$ cat config.mk
export PLATFORM = sky130hd
export DESIGN_NAME = rx_engine
export DESIGN_NICKNAME = d
export VERILOG_FILES = /design/src/rtl/uart_pkg.sv /design/src/rtl/rx_bit_timer.sv /design/src/rtl/rx_engine.sv
export SDC_FILE = /design/constraint.sdc
export NUM_CORES = 1
export LEC_CHECK = 0
export BUFFER_PORTS_ARGS = -buffer_cell sky130_fd_sc_hd__buf_2
export CORE_MARGIN = 1.5
export CORE_UTILIZATION = 55
export CTS_BUF_LIST = sky130_fd_sc_hd__clkbuf_8 sky130_fd_sc_hd__clkbuf_16
export CTS_CLUSTER_SIZE = 10
export DETAILED_ROUTE_END_ITERATION = 10
export PLACE_DENSITY = 0.74
export SKIP_LAST_GASP = 1
export SYNTH_ARGS = -nofsm -noshare
export SYNTH_HDL_FRONTEND = slang
export SYNTH_SLANG_ARGS = --single-unit
$ cat constraint.sdc
create_clock -name clk -period 4.9 [get_ports clk]
set_clock_uncertainty 0.2 [all_clocks]
set_input_delay 0.49 -clock clk [delete_from_list [all_inputs] [get_ports clk]]
set_output_delay 0.49 -clock clk [all_outputs]
set_load 0.05 [all_outputs]
$ cat src/rtl/uart_pkg.sv
// Shared UART definitions for the transmit and receive engines: baud divisor
// table, engine states, data-bit widths and timer width.
package uart_pkg;

  localparam int unsigned TIMER_W = 19;
  localparam int unsigned DBITS_7 = 7;
  localparam int unsigned DBITS_8 = 8;

  typedef enum logic [1:0] {IDLE, START, DATA, STOP} uart_state_e;

  typedef logic [15:0][TIMER_W-1:0] baud_tab_t;

  function automatic int unsigned baud_rate(input logic [3:0] sel);
    case (sel)
      4'h0:    return 300;
      4'h1:    return 1200;
      4'h2:    return 2400;
      4'h3:    return 4800;
      4'h4:    return 9600;
      4'h5:    return 19200;
      4'h6:    return 38400;
      4'h7:    return 57600;
      4'h8:    return 115200;
      4'h9:    return 230400;
      4'hA:    return 460800;
      4'hB:    return 921600;
      default: return 115200;
    endcase
  endfunction

  // Clocks per bit for every baud select code, folded to constants at elaboration.
  function automatic baud_tab_t baud_table(input int unsigned clk_hz);
    baud_tab_t tab;
    for (int i = 0; i < 16; i++) tab[i] = TIMER_W'(clk_hz / baud_rate(4'(i)));
    return tab;
  endfunction

endpackage

$ cat src/rtl/rx_bit_timer.sv
// Loadable bit-period down-counter with an expiry flag. With RX_MAJORITY_EN
// defined it also flags the points 16 and 8 clocks before expiry.
module rx_bit_timer
  import uart_pkg::*;
(
  input  logic               clk,
  input  logic               rst,
  input  logic               load,
  input  logic [TIMER_W-1:0] load_val,
  output logic               expire
`ifdef RX_MAJORITY_EN
  ,
  output logic               tap16,
  output logic               tap8
`endif
);

  logic [TIMER_W-1:0] cnt_q;

  // Parks at zero when idle; only the engine's reload restarts it.
  always_ff @(posedge clk or negedge rst) begin
    if (!rst) begin
      cnt_q <= '0;
    end else if (load) begin
      cnt_q <= load_val;
    end else if (cnt_q != '0) begin
      cnt_q <= cnt_q - 1'b1;
    end
  end

  assign expire = (cnt_q == '0);

`ifdef RX_MAJORITY_EN
  assign tap16 = (cnt_q == TIMER_W'(16));
  assign tap8  = (cnt_q == TIMER_W'(8));
`endif

endmodule

$ cat src/rtl/rx_engine.sv
// UART receive engine: synchronizes rx, frames start/data/parity/stop and
// presents data plus perr/ferr/ovf/rxrdy. Optional macro: RX_MAJORITY_EN.
module rx_engine
  import uart_pkg::*;
#(
  parameter int unsigned SYNC_STAGES = 2,
  parameter int unsigned CLK_HZ      = 100000000
) (
  input  logic       clk,
  input  logic       rst,
  input  logic       rx,
  input  logic [3:0] baud,
  input  logic       eight,
  input  logic       p_en,
  input  logic       ohel,
  input  logic       read,
  output logic [7:0] data,
  output logic       rxrdy,
  output logic       perr,
  output logic       ferr,
  output logic       ovf
);

  localparam baud_tab_t   BAUD_CNT = baud_table(CLK_HZ);
  localparam int unsigned SYNC_N   = (SYNC_STAGES < 2) ? 2 : SYNC_STAGES;

  logic [SYNC_N-1:0]  sync_q;
  logic               rxs;
  uart_state_e        state_q;
  logic [3:0]         baud_q;
  logic               eight_q, p_en_q, ohel_q;
  logic [3:0]         bit_cnt_q;
  logic [8:0]         sreg_q;
  logic               brk_wait_q;
  logic               tmr_load, expire, sample;
  logic [TIMER_W-1:0] tmr_val;
  logic [3:0]         nsamp, shamt;
  logic [8:0]         aligned;
  logic [7:0]         dbits;
  logic               par_bit, par_err;

  always_ff @(posedge clk or negedge rst) begin
    if (!rst) sync_q <= '1;
    else      sync_q <= {sync_q[SYNC_N-2:0], rx};
  end
  assign rxs = sync_q[SYNC_N-1];

`ifdef RX_MAJORITY_EN
  logic tap16, tap8, s16_q, s8_q;

  always_ff @(posedge clk or negedge rst) begin
    if (!rst) begin
      s16_q <= 1'b1;
      s8_q  <= 1'b1;
    end else begin
      if (tap16) s16_q <= rxs;
      if (tap8)  s8_q  <= rxs;
    end
  end
  assign sample = (s16_q & s8_q) | (s16_q & rxs) | (s8_q & rxs);
`else
  assign sample = rxs;
`endif

  rx_bit_timer u_timer (
    .clk      (clk),
    .rst      (rst),
    .load     (tmr_load),
    .load_val (tmr_val),
    .expire   (expire)
`ifdef RX_MAJORITY_EN
    ,
    .tap16    (tap16),
    .tap8     (tap8)
`endif
  );

  always_comb begin
    tmr_load = 1'b0;
    tmr_val  = BAUD_CNT[baud_q];
    case (state_q)
      IDLE: begin
        if (!brk_wait_q && !rxs) begin
          tmr_load = 1'b1;
          tmr_val  = BAUD_CNT[baud] >> 1;
        end
      end
      START:   tmr_load = expire & ~sample;
      DATA:    tmr_load = expire;
      default: tmr_load = 1'b0;
    endcase
  end

  // Samples enter at bit 8 and shift right, so the frame ends up left-aligned.
  always_comb begin
    nsamp   = (eight_q ? 4'(DBITS_8) : 4'(DBITS_7)) + {3'b000, p_en_q};
    shamt   = 4'd9 - nsamp;
    aligned = sreg_q >> shamt;
    dbits   = aligned[7:0] & (eight_q ? 8'hFF : 8'h7F);
    par_bit = eight_q ? aligned[8] : aligned[7];
    par_err = p_en_q & (par_bit != (^dbits ^ ohel_q));
  end

  always_ff @(posedge clk or negedge rst) begin
    if (!rst) begin
      state_q    <= IDLE;
      baud_q     <= '0;
      eight_q    <= 1'b0;
      p_en_q     <= 1'b0;
      ohel_q     <= 1'b0;
      bit_cnt_q  <= '0;
      sreg_q     <= '0;
      brk_wait_q <= 1'b0;
      data       <= '0;
      rxrdy      <= 1'b0;
      perr       <= 1'b0;
      ferr       <= 1'b0;
      ovf        <= 1'b0;
    end else begin
      if (read) begin
        rxrdy <= 1'b0;
        perr  <= 1'b0;
        ferr  <= 1'b0;
        ovf   <= 1'b0;
      end
      case (state_q)
        IDLE: begin
          if (brk_wait_q) begin
            if (rxs) brk_wait_q <= 1'b0;
          end else if (!rxs) begin
            bit_cnt_q <= '0;
            baud_q    <= baud;
            eight_q   <= eight;
            p_en_q    <= p_en;
            ohel_q    <= ohel;
            state_q   <= START;
          end
        end
        START: begin
          if (expire) state_q <= sample ? IDLE : DATA;
        end
        DATA: begin
          if (expire) begin
            sreg_q    <= {sample, sreg_q[8:1]};
            bit_cnt_q <= bit_cnt_q + 4'd1;
            if (bit_cnt_q == nsamp - 4'd1) state_q <= STOP;
          end
        end
        STOP: begin
          if (expire) begin
            data       <= dbits;
            perr       <= par_err;
            ferr       <= ~sample;
            ovf        <= rxrdy & ~read;
            rxrdy      <= 1'b1;
            // A low stop bit may be a break; hold off until the line goes idle.
            brk_wait_q <= ~sample;
            state_q    <= IDLE;
          end
        end
        default: state_q <= IDLE;
      endcase
    end
  end

endmodule

# ---- Yosys cells after proc, flatten, opt, wreduce, memory -nomap -nowiden
# Memory sizes are Yosys's and may differ from the RTL's.
# Index checks and enable logic that the tools add are counted.
dict set report classes {
  mux 39
  bitwise_logic 8
  n_div 0
  order_cmp 2
  multipliers 0
  reduce_logical 16
  add_sub_neg 5
  shift 1
  eq_ne 11
}
# op n
set op_table {}
lappend op_table {{$mux W19} 6}
lappend op_table {{$logic_not A19 Y1} 1}
lappend op_table {{$reduce_bool A19 Y1} 1}
lappend op_table {{$sub A19 B1 Y19 const B} 1}
lappend op_table {{$mux W1} 17}
lappend op_table {{$mux W4} 4}
lappend op_table {{$mux W2} 7}
lappend op_table {{$ne A2 B2 Y1 const B} 6}
lappend op_table {{$lt A4 B5 Y1 const B} 2}
lappend op_table {{$shr A9 B4 Y9} 1}
lappend op_table {{$and A8 B8 Y8} 1}
lappend op_table {{$mux W8} 1}
lappend op_table {{$pmux W2 S4} 1}
lappend op_table {{$pmux W4 S2} 1}
lappend op_table {{$reduce_xor A8 Y1} 1}
lappend op_table {{$reduce_and A2 Y1} 3}
lappend op_table {{$reduce_and A6 Y1} 1}
lappend op_table {{$reduce_bool A2 Y1} 3}
lappend op_table {{$add A4 B1 Y4} 1}
lappend op_table {{$add A4 B1 Y4 const B} 1}
lappend op_table {{$eq A2 B2 Y1 const B} 2}
lappend op_table {{$eq A4 B4 Y1} 1}
lappend op_table {{$reduce_and A4 Y1} 1}
lappend op_table {{$sub A4 B1 Y4 const B} 1}
lappend op_table {{other kinds (12)} 17}
dict set report word_totals {
  ff_bits 56
  mem_bits_rw 0
  mem_count 2
  rom_bits 608
  in_bits 11
  latchBits 0
  output_inout_bits 12
  wordCells 99
}
# memory words word_bits rd rd_clocked_by_memory_dff write_ports line_no
set mem_list {}
lappend mem_list {{(name not given)} 16 19 1 0 0 rx_engine.sv:85} ;# tmr_val = BAUD_CNT[baud] >> 1;
lappend mem_list {{(name not given)} 16 19 1 0 0 rx_engine.sv:80} ;# tmr_val = BAUD_CNT[baud_q];

# ---- Logic depth before layout (Yosys ltp)
dict set report logic_depth {
  depth_word 11
  ltp_mapped 12
  ltp_nobuf 10
}

# ---- Cells and area by module
# A second synthesis with hierarchy kept.
dict set report hier_totals {
  cells_unflattened 424
  hier_area_um2 3713.6
}
# mod instances cells_per_inst area_each_um2 seq_area_each_um2
set by_module_without_submodules {}
lappend by_module_without_submodules {rx_engine 1 297 2596.2 928.4}
lappend by_module_without_submodules {rx_bit_timer 1 127 1117.3 475.5}

# ---- Worst setup path before layout
# OpenSTA, ideal clock, no wires.
dict set report synth_path {
  path_type {register to register}
  from {register eight_q}
  to {register perr}
  required_ns 4.577
  path_stages_with_launch 11
  slack_ns 1.789
  path_buffers 0
  setup_time_ns 0.123
  period_less_slack_ns 3.111
  arrival_time_ns 2.787
  path_cell_list {dfrtp_1 inv_1 ha_1 mux2i_1 nor2_1 a2111o_1 or2_2 xnor3_1 a311oi_1 xor2_1 o21ai_1}
}
dict set report synth_via {
  elab_chain_cells 11
  elab_cells_between_ends 13
  cone_classes {2 x add/sub; 1 x eq/ne; 1 x shift; 5 x mux; 3 x bitwise; 1 x reduce/logical}
}
# element line_no
set synth_lines {}
lappend synth_lines {{start: declaration} rx_engine.sv:31} ;# logic eight_q, p_en_q, ohel_q;
lappend synth_lines {{start signal: assignment} rx_engine.sv:133} ;# eight_q <= eight;
lappend synth_lines {{$mux W4} rx_engine.sv:96} ;# nsamp = (eight_q ? 4'(DBITS_8) : 4'(DBITS_7)) + {3'b000, p_en_q};
lappend synth_lines {{$add A4 B1 Y4} rx_engine.sv:96}
lappend synth_lines {{$sub A4 B4 Y4} rx_engine.sv:97} ;# shamt = 4'd9 - nsamp;
lappend synth_lines {{$shr A9 B4 Y9} rx_engine.sv:98} ;# aligned = sreg_q >> shamt;
lappend synth_lines {{$and A8 B8 Y8} rx_engine.sv:99} ;# dbits = aligned[7:0] & (eight_q ? 8'hFF : 8'h7F);
lappend synth_lines {{$reduce_xor A8 Y1} rx_engine.sv:101} ;# par_err = p_en_q & (par_bit != (^dbits ^ ohel_q));
lappend synth_lines {{$xor A1 B1 Y1} rx_engine.sv:101}
lappend synth_lines {{$ne A1 B1 Y1 *} rx_engine.sv:101}
lappend synth_lines {{$and A1 B1 Y1 *} rx_engine.sv:101}
lappend synth_lines {{$mux W1 *} rx_engine.sv:150} ;# if (expire) begin
lappend synth_lines {{$mux W1 *} rx_engine.sv:126} ;# case (state_q)
lappend synth_lines {{end signal: assignment} rx_engine.sv:152} ;# perr <= par_err;
lappend synth_lines {{end: declaration} rx_engine.sv:19} ;# output logic perr,
# Mark *: on every way between the ends. The rest lies on a longest branch, timed or not.
# A chain may end at the register's enable or synchronous reset.

# ---- Worst setup path after layout
# Ends and elaborated chain as after synthesis.

==> results by group <==
Route
  – Initial DRT Pass Iterations: 4
  – WL/cell: 16.3 microns
  – Remaining antenna violation count: 0
  – Routed vias/inst: 6.05
  – WL final: 8790 microns
  – DRC: 0
  – Vias: 3,269
  – Initial drt markers: 151

STA
  – Max_slew headroom: 39.0%
  – Post-layout minimum cycle time: 3.93 ns
  – Max-slew violations: 0
  – Final Cycle Share: 80.1%
  – RSZ-0062 raised after global routing: no
  – Setup TNS: 0 ns
  – Worst-margin pin slew: 0.915 ns
  – Setup-failing EPs final: 0
  – Max Clock Freq: 255 MHz
  – Hold_ws: 0.0592 ns
  – Hold Fails Final Rpt: 0

Critical path
  – Req. time, crit path: 4.91 ns
  – Worst Path Arrival: 3.94 ns
  – Capturing point of the worst reg2reg path: perr
  – FF-to-FF Start: eight_q
  – Crit Path Class: reg -> reg
  – Crit end category: flop
  – Worst-path fanout max: 21
  – Cells on worst reg2reg path: 10
  – Startpoint type of the worst setup path: flop
  – Flop-to-flop setup slack: 0.97 ns

Clock network
  – Cts repair resizes: 0
  – Clk root buf: clkbuf_8
  – CTS tree: done
  – CTS clk-pin slew, worst paths: 0.10 ns
  – H-tree depth: 2
  – Max Root-Sink Buffers: 2
  – Clock sink count: 56
  – Clock Latency Late Sink: 0.31 ns
  – Post-CTS setup buffer count: 0
  – Cts bufs inserted: 5
  – # hold bufs at CTS: 0

Die
  – Rows: 30
  – Die Ht: 86.4 microns
  – Io pins: 23
  – Die ar.: 0.00746 sq mm
  – Chip width: 86.4 microns
  – Initial core utilization: 56.6%
  – Placeable Area: 0.00676 sq mm

Synthesis
  – Synthesized area per cell: 8.36 sq um
  – Number of synthesized flops with an enable pin: 0
  – Post-Synth Adder-Cell Area: 5.24%
  – Post-synthesis net count: 484
  – Ys flop type: dfrtp_1
  – Leading cell types by count after synthesis: nand2_1, dfrtp_1, o21ai_0
  – Flops & latches, synth: 56
  – Syn Inst Count: 457
  – Syn Std Cell Area: 0.00382 sq mm
  – Synth warnings: 0
  – Share of the synthesized area in the top cell type: 35.4%
  – Post-synthesis compound-gate area fraction: 19.1%
  – Most frequent cell after synthesis: nand2_1
  – Synth Area in Simple Gates: 22.0%
  – Post-synthesis mux area share: 6.48%
  – Cell variety after synth: 55
  – Synth top area cells: dfrtp_1, nand2_1, ha_1
  – Asr flop ratio synth: 100%
  – Largest family of logic cells by synthesized area: simple AND/OR/NAND/NOR gates
  – XOR/XNOR share of the synthesized area: 5.40%
  – Register area share after synthesis: 36.7%
  – Area leader, netlist: dfrtp_1

Placement
  – Dpl hpwl: 6210 microns
  – Gpl congestion: 0.916
  – IO Port Bufs: 22

Hold path
  – Hold Crit Start: rx
  – HP Class: in -> reg
  – Hold endpoint: sync_q[0]
  – Worst hold path depth: 1

Pwr
  – Pwr/cell area: 378 mW/mm^2
  – Worst vdd ir: 0.225 mV
  – Leak: 1.82 nW

Global routing
  – Largest net degree at the start of global routing: 57
  – GRT overflow: 0
  – First-pass GRT wire length: 15,000 microns
  – Antenna violations before repair: 0
  – Gr usage total: 25.5%
  – Number of global-route vias before repair: 3,134

Final layout
  – Share of layout cells above drive strength 1: 10.2%
  – Sequential cell area: 0.00140 sq mm
  – Fillers: 625
  – Area Overhead vs Synth: 6.45%
  – Fin nets: 486
  – N_diodes: 0
  – Multi-input gate area: 0.00223 sq mm

Status
  – Status: completed

Run
  – Max Cap Viol: 0
==> layer usage <==
metal / vias up / routed length, microns / track usage (%)
met5: - / 0 / 0
met4: 0 / 195 / 10.4
met2: 73 / 4540 / 45.4
li1: 1638 / - / -
met3: 18 / 310 / 3.62
met1: 1540 / 3750 / 30.8
==> worst max-delay path by stage <==
stage | start | end | cells after the start
CTS | eight_q | perr | 10
finish | eight_q | perr | 10
global route | eight_q | perr | 10
detailed placement | eight_q | perr | 10
global placement | eight_q | perr | 10
floorplan | eight_q | perr | 10
==> layout by cell type, fill, tap and decap left out, types with 4 or more instances in the layout <==
cell type,instances
inv_1,18
or3_1,6
a21oi_1,21
o211ai_1,7
ha_1,16
mux2_2,6
o31ai_1,5
nand3_1,7
xor2_1,11
mux2i_1,18
nand2b_1,7
buf_4,5
clkbuf_8,6
nand4_1,4
nor2b_1,6
nor4_1,7
o21ai_0,40
nor3_1,18
xnor2_1,10
a21o_1,4
a31oi_1,8
o22ai_1,9
nand2_1,63
buf_2,22
dfrtp_1,54
nor2_1,33
==> metrics by stage <==
step / util [%] / total power, mW / std cells / area, sq um / setup WS (ns)
detailed placement: 58.4 / 1.22 / 532 / 3950 / 1.01
global placement: 58.4 / 1.20 / 532 / 3950 / 1.10
CTS: 60.2 / 1.54 / 540 / 4070 / 0.993
global route: 60.2 / 1.64 / 540 / 4070 / 0.607
finish: 60.2 / 1.54 / 540 / 4070 / 0.973
floorplan: - / 1.09 / 457 / 3820 / 1.79
==> area by class of cell <==
cell class | instances | area share (%)
multi-input combinational | 351 | 54.8
tap | 80 | 2.46
inverter | 18 | 1.66
sequential | 56 | 34.5
timing repair buffer | 27 | 3.63
clock inverter | 2 | 0.953
clock buffer | 6 | 2.03
==> state kept, by name, indices dropped and copies added, names as in the netlist, named ones only <==
name and count:
u_timer.cnt_q 19, sreg_q 9, data 8, baud_q 4, bit_cnt_q 4, sync_q 2, brk_wait_q 1, eight_q 1
ferr 1, ohel_q 1, ovf 1, p_en_q 1, perr 1, rxrdy 1, state_q 1
==> power breakdown <==
group / switching (mW) / internal (mW) / leakage, nW
Combinational: 0.305 / 0.246 / 1.02
Sequential: 0.113 / 0.547 / 0.730
Clock: 0.158 / 0.167 / 0.0614
Total: 0.576 / 0.961 / 1.82
==> critical path, cell delays in order (launching register included) <==
cell and delay (ns):
dfrtp_1 0.45, inv_1 0.13, ha_1 0.72, mux2i_1 0.51, nor2_1 0.09, a2111o_1 0.46, or2_2 0.33, xnor3_1 0.36
a311oi_1 0.31, xor2_1 0.17, o21ai_1 0.08
==> logic make-up after synthesis <==
logic type      Yosys count
buf+inv                  50
fa+ha+maj                16
flops                    56
mux                      24
simple gates            172
compound gates          117
xor+xnor                 22
Power figures use the tool's default switching activity.
